`config.mk`:
```
export PLATFORM = sky130hd
export DESIGN_NAME = net_router_output_ctrl
export DESIGN_NICKNAME = d
export VERILOG_FILES = /design/src/rtl/net_router_pkg.sv /design/src/rtl/net_rr_arb3.sv /design/src/rtl/net_router_output_ctrl.sv
export SDC_FILE = /design/constraint.sdc
export NUM_CORES = 1
export LEC_CHECK = 0
export CORE_MARGIN = 2
export CORE_UTILIZATION = 40
export CTS_CLUSTER_SIZE = 28
export DETAILED_ROUTE_END_ITERATION = 8
export PLACE_DENSITY = 0.8
export SLEW_MARGIN = 0
export SYNTH_ARGS = -nofsm -noshare
export SYNTH_HDL_FRONTEND = slang
export SYNTH_SLANG_ARGS = --single-unit
```
`constraint.sdc`:
```
create_clock -name clk -period 2.8 [get_ports clk]
set_input_delay 0.42 -clock clk [delete_from_list [all_inputs] [get_ports clk]]
set_output_delay 0.42 -clock clk [all_outputs]
set_load 0.01 [all_outputs]
```
`src/rtl/net_router_pkg.sv`:
```
// Shared definitions for the ring-router output-port unit.
// Provides port index constants, the default message width and a one-hot rotate helper.
package net_router_pkg;

    localparam int NET_WEST      = 2;
    localparam int NET_TERM      = 1;
    localparam int NET_EAST      = 0;
    localparam int NET_MSG_NBITS = 44;

    // Rotate a 3-bit one-hot vector left by one: bit0->bit1->bit2->bit0.
    function automatic logic [2:0] rotl3(input logic [2:0] v);
        return {v[1:0], v[2]};
    endfunction

endpackage

```
`src/rtl/net_rr_arb3.sv`:
```
// Three-way round-robin arbiter with a registered one-hot priority pointer.
// Ports: clk, reset_n (async active-low), en (grant enable), reqs[2:0], grants[2:0].
module net_rr_arb3
    import net_router_pkg::*;
(
    input  logic       clk,
    input  logic       reset_n,
    input  logic       en,
    input  logic [2:0] reqs,
    output logic [2:0] grants
);

    logic [2:0] ptr;

    // Scan upward from the pointer bit, wrapping bit2 -> bit0.
    always_comb begin
        grants = 3'b000;
        if (en) begin
            unique case (1'b1)
                ptr[0]: begin
                    if      (reqs[0]) grants = 3'b001;
                    else if (reqs[1]) grants = 3'b010;
                    else if (reqs[2]) grants = 3'b100;
                end
                ptr[1]: begin
                    if      (reqs[1]) grants = 3'b010;
                    else if (reqs[2]) grants = 3'b100;
                    else if (reqs[0]) grants = 3'b001;
                end
                ptr[2]: begin
                    if      (reqs[2]) grants = 3'b100;
                    else if (reqs[0]) grants = 3'b001;
                    else if (reqs[1]) grants = 3'b010;
                end
                default: grants = 3'b000;
            endcase
        end
    end

    // The winner drops to lowest priority next cycle.
    always_ff @(posedge clk or negedge reset_n) begin
        if (!reset_n)
            ptr <= 3'b001;
        else if (|grants)
            ptr <= rotl3(grants);
    end

endmodule

```
`src/rtl/net_router_output_ctrl.sv`:
```
// Ring-router output port: round-robin grant over west/terminal/east, output FIFO, val/rdy link.
// Ports: clk, reset_n, reqs/grants (bit2 W, bit1 T, bit0 E), in_msg_w/t/e, out_val/out_rdy/out_msg, num_free.
// Optional same-cycle empty-queue bypass enabled by macro NET_ROUTER_OUTPUT_CTRL_BYPASS_EN.
module net_router_output_ctrl
    import net_router_pkg::*;
#(
    parameter  int p_msg_nbits      = NET_MSG_NBITS,
    parameter  int p_num_entries    = 4,
    localparam int c_num_free_nbits = $clog2(p_num_entries + 1)
) (
    input  logic                        clk,
    input  logic                        reset_n,
    input  logic [2:0]                  reqs,
    output logic [2:0]                  grants,
    input  logic [p_msg_nbits-1:0]      in_msg_w,
    input  logic [p_msg_nbits-1:0]      in_msg_t,
    input  logic [p_msg_nbits-1:0]      in_msg_e,
    output logic                        out_val,
    input  logic                        out_rdy,
    output logic [p_msg_nbits-1:0]      out_msg,
    output logic [c_num_free_nbits-1:0] num_free
);

    localparam int IW = $clog2(p_num_entries);
    localparam int CW = c_num_free_nbits;

    localparam logic [IW-1:0] LAST_IDX = IW'(p_num_entries - 1);
    localparam logic [CW-1:0] DEPTH    = CW'(p_num_entries);
    localparam logic [CW-1:0] ONE      = CW'(1);

    logic [p_msg_nbits-1:0] mem [p_num_entries];
    logic [IW-1:0]          head;
    logic [IW-1:0]          tail;
    logic [CW-1:0]          count;

    logic                   full;
    logic                   empty;
    logic                   bypass;
    logic                   enq;
    logic                   deq;
    logic [p_msg_nbits-1:0] enq_msg;

    assign full  = (count == DEPTH);
    assign empty = (count == '0);

    net_rr_arb3 u_arb (
        .clk     (clk),
        .reset_n (reset_n),
        .en      (!full),
        .reqs    (reqs),
        .grants  (grants)
    );

    always_comb begin
        enq_msg = '0;
        unique case (1'b1)
            grants[NET_WEST]: enq_msg = in_msg_w;
            grants[NET_TERM]: enq_msg = in_msg_t;
            grants[NET_EAST]: enq_msg = in_msg_e;
            default:          enq_msg = '0;
        endcase
    end

`ifdef NET_ROUTER_OUTPUT_CTRL_BYPASS_EN
    // Empty queue and ready sink: the granted message skips storage.
    assign bypass = empty && (|grants) && out_rdy;
`else
    assign bypass = 1'b0;
`endif

    assign enq      = (|grants) && !bypass;
    assign deq      = !empty && out_rdy;
    assign out_val  = !empty || bypass;
    assign out_msg  = bypass ? enq_msg : mem[head];
    assign num_free = DEPTH - count;

    always_ff @(posedge clk) begin
        if (enq)
            mem[tail] <= enq_msg;
    end

    always_ff @(posedge clk or negedge reset_n) begin
        if (!reset_n) begin
            head  <= '0;
            tail  <= '0;
            count <= '0;
        end else begin
            if (enq)
                tail <= (tail == LAST_IDX) ? '0 : tail + 1'b1;
            if (deq)
                head <= (head == LAST_IDX) ? '0 : head + 1'b1;
            if (enq && !deq)
                count <= count + ONE;
            else if (deq && !enq)
                count <= count - ONE;
        end
    end

endmodule
```
### Yosys cells after proc, flatten, opt, wreduce, memory -nomap -nowiden

Memory sizes are Yosys's and may differ from the RTL's.
Cells that the tools add are included.

* flip-flop bits (word level): 10
* RAM bits: 176
* bits of input ports: 138
* output and inout port bits: 51
* word-level logic and storage cells: 40
* memories kept: 1

Memory list
* mem: words 4, width 44, read ports 1, clocked after memory_dff 0, wr ports 1, RTL line net_router_output_ctrl.sv:31 `logic [p_msg_nbits-1:0] mem [p_num_entries];`

* add/sub/neg operators: 5
* equal/unequal tests: 3
* mux-type cells: 18
* reduce and logical (&&, ||, !) cells: 9

Operators with widths (number)
* case mux 44 bit (3 select lines): 1
* two-way mux 3 bit: 10
* case mux 3 bit (3 select lines): 1
* two-way mux 2 bit: 3
* adder 2 x 1 -> 2 bit, second input constant: 2
* equality test 2 bit, second input constant: 2
* adder 3 x 1 -> 3 bit, second input constant: 1
* equality test 3 bit, second input constant: 1
* logical AND 1 bit: 3
* logical NOT 1 bit: 3
* logical NOT 3 bit: 1
* two-way mux 1 bit: 3
* OR reduction 3 bit: 1
* subtractor 3 x 1 -> 3 bit, second input constant: 1
* subtractor 3 bit, first input constant: 1
* nonzero test 2 bit: 1

### Logic depth before layout (Yosys ltp)

Gate-level depths: netlist of run 1.

* word-level depth: 10
* depth in mapped cells: 14
* gate-level depth less buffers: 13

### Hierarchy

Synthesis of run 1 repeated with hierarchy kept, for this count alone.

* cell total of the unflattened synthesis: 402
* area total of the unflattened synthesis: 7785.0 sq um

Modules (own cells, without submodules)
* net_router_output_ctrl: times used 1, cells each 379, area each 7574.8 sq um
* net_rr_arb3: times used 1, cells each 23, area each 210.2 sq um

### Worst setup path after synthesis of run 1

OpenSTA, ideal clock, no wires.

* path kind: register to register
* start point: reg count[0]
* end point: mem mem[0][0] (netlist name) (enable)
* setup time: 0.406 ns
* arrival: 2.646 ns
* required time: 2.394 ns
* path slack: -0.252 ns
* stages on the path, launching flop included: 10
* buffers on the path: 1
* clock period less this slack: 3.052 ns
* cells stage by stage: dfrtp_1 inv_1 ha_1 ha_1 inv_1 nand2_1 a221oi_1 or3_1 buf_2 and2_1

* longest elaborated chain between the ends: 5

RTL lines
* start: declaration: RTL line net_router_output_ctrl.sv:34 `logic [CW-1:0] count;`
* start signal: assignment: RTL line net_router_output_ctrl.sv:93 `count <= count + ONE;`
* start signal: assignment: RTL line net_router_output_ctrl.sv:95 `count <= count - ONE;`
* equality test 3 bit: RTL line net_router_output_ctrl.sv:43 `assign full = (count == DEPTH);`
* two-way mux 3 bit: RTL line net_rr_arb3.sv:18 `if (en) begin`
* OR reduction 3 bit: RTL line net_router_output_ctrl.sv:71 `assign enq = (|grants) && !bypass;`
* via enq: RTL line net_router_output_ctrl.sv:39 `logic enq;`
* two-way mux 1 bit: RTL line net_router_output_ctrl.sv:78 `if (enq)`
* two-way mux 1 bit (not written as such): RTL line net_router_output_ctrl.sv:79 `mem[tail] <= enq_msg;`
* end: declaration: RTL line net_router_output_ctrl.sv:31

The timed path passes the listed nets, and every way through them passes these cells.

### Worst setup path in the final report of run 1

* start point: reg count[1]
* end point: out grants[0]

* longest elaborated chain between the ends: 2

RTL lines
* equality test 3 bit: RTL line net_router_output_ctrl.sv:43
* two-way mux 3 bit: RTL line net_rr_arb3.sv:18
* end: declaration: RTL line net_router_output_ctrl.sv:14 `output logic [2:0] grants,`

No other way between the ends.

==> results.md, run 1 <==
- Maximum clock rate: 371.8 MHz
- Synthesized cell area: 7682 sq um
- CP max FO: 25
- Area leader, netlist: edfxtp_1
- Placement-stage cell area: 9993 sq um
- RSZ-0062 raised after global routing: false
- XOR/XNOR share of the synthesized area: 0.3420%
- Worst hold-check path type: in -> async
- CP Capture Type: output port
- Iter 0 DRT Violations: 402
- TritonCTS clock tree: done
- Synthesized netlist cell count: 401
- Synth-to-Final Area Change: 39.62%
- Layout Skew: 7.927 ps
- Mean post-synth cell area: 19.16 sq um
- Placed insts: 819
- VDD IR max: 543.4 uV
- Initial antenna violation count: 0
- Share of the synthesized area in the top cell type: 68.79%
- Largest family of logic cells by synthesized area: multiplexers
- Sequential-to-total area share from yosys stat: 72.07%
- R2r setup slk: 190 ps
- Setup CP Type: reg -> out
- Worst Tran Pin Value: 520.3 ps
- Row count: 50
- Setup TNS: 0 ps
- Grt total ovfl: 0
- Top post-synthesis cells by area: edfxtp_1 (69%), mux4_2 (13%), a222oi_1 (5.7%), dfrtp_1 (2.9%), inv_1 (2.7%)
- 1st-pass router iterations: 7
- Port Buffers: 188
- Vias after detailed routing: 4648
- Synthesized flop and latch total: 186
- Routed wire per std cell: 21.23 um
- CTS Sinks: 186
- Finished Core Util: 57.15%
- Via/cell ratio: 5.392
- Nets: 763
- Final wirelength: 18.30 mm
- P_leak: 0.003504 uW
- Layout cells sized above 1: 19.11%
- Minimum clock period: 2690 ps
- Fin Hold WS: 341.4 ps
- Clock-pin slew of the registers on the worst-case setup and hold paths: 70 ps
- # fillers: 1406
- Clk_lat worst skew: 420 ps
- H-tree Lvls: 4
- Multiplexer area fraction after synthesis: 13.73%
- # hold bufs at CTS: 0
- Vias in the first global route: 5028
- Initial cell density of the core: 40.93%
- Core Box Area: 18770 sq um
- Adder-cell area share of the yosys netlist: 1.726%
- Hold Vio Cnt, Final: 0
- DR DRC count: 0
- Max Slew Vio Count: 0
- Largest net degree at the start of global routing: 31
- Setup Viol. Count Final: 0
- First-pass GRT wire length: 27.74 mm
- Final worst path period share: 96.06%
- GR Util All Layers: 18.61%
- Largest buffer count on any clock path: 2
- Syn. warnings: 0
- RD Place Congestion: 0.7435
- Distinct cells, synth: 30
- Total die area: 20330 sq um
- Die Wd: 142.6 um
- Simple-gate portion of the synthesized area: 1.547%
- Number of top-level pins: 189
- Fraction of the mapped netlist area in compound gates: 6.303%
- Root Driver: clkbuf_16
- Worst path required time: 2380 ps
- Die Y: 142.6 um
- Post-route ant nets: 0
- Power per cell area: 622.8 nW/um^2
- Layout Cells excl Fill: 862
- WP data arrival: 2270 ps
- # diodes: 0
- Number of CTS-inserted buffers: 17
- Dpl hpwl: 12.08 mm
- Post-route cell area: 10730 sq um
- Status: completed
- Max cap viols: 0
- Worst setup SP type: register
- Syn_nets: 549
- Slew margin rel.: 65.21%
critical path: stages (launching register included):
cell,delay (ps)
dfrtp_1,390
inv_1,60
ha_1,210
ha_1,250
inv_1,90
o211a_2,190
buf_4,300
dlygate4sd2_1,350
metrics by stage:
stage	power, uW	setup slack [ps]
floorplan	3806	194.5
global placement	4294	-62.11
detailed placement	4325	-119.3
CTS	6755	105.5
global route	6962	20.33
finish	6680	110.3
layout by cell type, fill, tap and decap left out, drive strengths merged, types with 2 or more instances in the layout:
cell type,count
clkinv,5
clkbuf,20
nand2b,3
nor2b,3
mux4,44
nand2,2
clkinvlp,5
dfrtp,9
clkdlybuf4s50,185
edfxtp,176
bufinv,2
nor2,6
mux2,5
buf,33
and2,4
ha,9
dlygate4sd2,2
xnor2,2
inv,55
a222oi,44
registers in the layout, indices dropped and copies added (netlist names):
register   cells
mem          176
tail           2
head           2
count          3
u_arb.ptr      3
layout make-up:
cell class | instances | area (sq um) | share of cell area (%)
Sequential cell | 186 | 5544 | 51.69
Timing Repair Buffer | 222 | 2267 | 21.14
Multi-Input combinational cell | 133 | 1853 | 17.28
Clock buffer | 20 | 436.7 | 4.071
Tap cell | 234 | 292.8 | 2.730
Inverter | 55 | 206.4 | 1.925
Clock inverter | 12 | 126.4 | 1.178
timing repair:
action	in CTS	in global routing
cloned	1	0
setup buffers	8	2
pin swaps	1	1
endpoints found under the setup margin	28	1
resized for setup	7	2
cells in the mapped netlist:
library cell,count
nor4b_2,1
xnor2_1,2
a21oi_1,1
nand2_1,2
a21o_1,1
o211a_1,1
and2_1,4
fa_1,1
xor2_1,1
dfrtp_1,9
buf_4,1
nand2b_1,3
inv_1,55
o21bai_1,1
mux4_2,44
or3_1,1
a221oi_1,1
mux2_4,2
ha_1,9
a222oi_1,44
mux2_2,3
dfstp_2,1
nor2b_1,3
buf_1,2
o21ai_0,1
nor2_1,6
edfxtp_1,176
clkbuf_1,10
nor3_1,1
buf_2,14
logic make-up (layout without fill, tap and decap cells):
| logic type | Yosys count | after routing |
|---|---|---|
| AOI/OAI and AO/OA | 50 | 50 |
| xor gates and xnor gates | 3 | 3 |
| adders and majority gates | 10 | 10 |
| buffers and inverters | 82 | 309 |
| DFF | 186 | 186 |
| muxes | 49 | 49 |
| and+or+nand+nor | 21 | 21 |
final timing paths:
kind                       cells past startpoint      endpoint         start
hold reg to reg                                2  u_arb.ptr[0]  u_arb.ptr[0]
setup reg to reg                              10      count[1]      count[1]
min in group clk                               2  u_arb.ptr[0]  u_arb.ptr[0]
setup / recovery                               7     grants[0]      count[1]
hold / removal                                 1  u_arb.ptr[2]       reset_n
max in group asynchronous                      1       head[0]       reset_n
power breakdown:
group | internal [uW] | switching, uW
clock network | 1310 | 953
registers | 3050 | 119
logic | 764 | 492
total | 5120 | 1560
per-layer routing:
layer | global-route usage [%] | up-vias | share of wire [%]
met5 | 0 | - | 0
met4 | 7.504 | 0 | 2.1
met3 | 4.240 | 28 | 7.3
met2 | 33.07 | 216 | 53
met1 | 21.86 | 2326 | 37
li1 | - | 2078 | -
Power figures use the tool's default switching activity.
==> inputs of run 2 (changes only) <==
CORE_MARGIN = 4   (was 2)
==> results.md, run 2 (synthesis gave the netlist of run 1 again) <==
- Iter 0 DRT Violations: 405
- Placement-stage cell area: 9976 sq um
- Largest net degree at the start of global routing: 45
- Maximum clock rate: 378.4 MHz
- Setup Viol. Count Final: 0
- # diodes: 0
- CTS Sinks: 186
- Grt total ovfl: 0
- Top Registers: mem (176), count (3), u_arb.ptr (3)
- Setup ws final: 157.1 ps
- Max Slew Vio Count: 0
- # fillers: 1437
- Bufs and invs on worst path: 3
- Routed wire per std cell: 21.95 um
- Slowest-stage cell, CP: clkdlybuf4s50_1
- GR Util All Layers: 17.58%
- Die Wd: 146.6 um
- CP max FO: 3
- Row count: 50
- Worst Tran Pin Value: 543.7 ps
- CP peak stage delay: 530 ps
- Slew margin rel.: 63.64%
- DR DRC count: 0
- Largest buffer count on any clock path: 2
- H-tree Lvls: 4
- Power per cell area: 604.0 nW/um^2
- Crit-path cells: inv_1, ha_1, ha_4, nor4b_4, buf_6, clkdlybuf4s50_1
- Area of the multi-input gates: 1868 sq um
- Layout Skew: 9.723 ps
- Worst path required time: 2380 ps
- Vias in the first global route: 5065
- First-pass GRT wire length: 28.59 mm
- Number of top-level pins: 189
- Fin Hold WS: 360.0 ps
- Dpl ws: -67.84 ps
- Initial antenna violation count: 1
- RD Place Congestion: 0.7938
- Clk_lat worst skew: 410 ps
- Hold Vio Cnt, Final: 0
- Setup TNS: 0 ps
- VDD IR max: 646.4 uV
- Status: completed
- Layout cells sized above 1: 18.42%
- Dpl hpwl: 12.24 mm
- CP delay by family, top: buffers and inverters
- Post-route ant nets: 0
- Number of CTS-inserted buffers: 17
- Port Buffers: 188
- RSZ-0062 raised after global routing: false
- Synth-to-Final Area Change: 38.60%
- P_leak: 0.003460 uW
- Via/cell ratio: 5.440
- Initial cell density of the core: 40.93%
- Clock-pin slew of the registers on the worst-case setup and hold paths: 60 ps
- Setup CP Type: reg -> out
- Worst setup SP type: register
- Post-route cell area: 10650 sq um
- Finished Core Util: 56.73%
- CP Capture Type: output port
- Largest Register: mem
- Minimum clock period: 2643 ps
- Final wirelength: 18.72 mm
- Final worst path period share: 94.39%
- Nets: 754
- Commonest non-fill, non-tap cell in the layout: clkdlybuf4s50_1
- Total die area: 21490 sq um
- Sequential cell area: 5544 sq um
- WP data arrival: 2220 ps
- Root Driver: clkbuf_16
- Worst hold-check path type: in -> async
- Max reg flops: 176
- Max cap viols: 0
- Most frequent cells in the layout: clkdlybuf4s50_1 (186), edfxtp_1 (176), inv_1 (55), a222oi_1 (44), mux4_2 (44)
- Core Box Area: 18770 sq um
- TritonCTS clock tree: done
- 1st-pass router iterations: 6
- # hold bufs at CTS: 0
- Die Y: 146.6 um
- Vias after detailed routing: 4640
-- run 2: cell count changes in the layout (fill, tap and decap cells not counted), moves of 2 or more --
cell,delta
buf_4,-10
clkbuf_8,+3
clkinv_1,-3
bufinv_16,-2
clkinv_2,+2
-- run 2: what timing repair did --
action / in CTS / in global routing
resized for setup: 7 / 3
gates cloned: 3 / 0
buffers inserted: 2 / 1
endpoints found under the setup margin: 3 / 55
pin swaps: 1 / 0
-- run 2: metal layers --
layer  global-route usage (%)  up-vias  wire length [um]
met5                        0        -                13
met4                    5.974        2               286
met3                    4.469       20              1254
met2                    29.82      197              9694
met1                    22.09     2354              7474
li1                         -     2067                 -
-- run 2: final cells by class --
class,instances,area share [%]
Multi-Input combinational cell,133,17.54
Inverter,55,1.939
Sequential cell,186,52.07
Timing Repair Buffer,213,20.60
Clock inverter,9,0.6110
Tap cell,234,2.750
Clock buffer,23,4.489
-- run 2: worst register-to-register path, stage by stage, from the launching register on --
cell and delay (ps):
dfrtp_1 410, inv_1 80, ha_1 210, ha_4 180
inv_1 80, o211a_4 170, or3_1 400, ha_1 230
inv_1 70, fa_1 400, mux2_2 270
-- run 2: final timing paths --
check / start / end / slack, ps / cells after the start
setup / recovery: count[1] / grants[1] / 160 / 6
hold / removal: reset_n / count[0] / 360 / 1
setup reg to reg: count[1] / count[1] / 180 / 10
hold reg to reg: u_arb.ptr[0] / u_arb.ptr[0] / 540 / 2
max in group asynchronous: reset_n / head[0] / 2030 / 1
min in group clk: u_arb.ptr[0] / u_arb.ptr[0] / 540 / 2
-- run 2: through the flow --
step	instances	total power [uW]
final	853	6431
after CTS	852	6489
after global placement	815	4312
after detailed placement	815	4345
after floorplan	401	3806
after global routing	853	6731
-- run 2: power by group --
group,switching (uW),internal (uW),leakage (uW)
Sequential,102,3050,0.00133
Combinational,475,660,0.00187
Clock,941,1210,0.000252
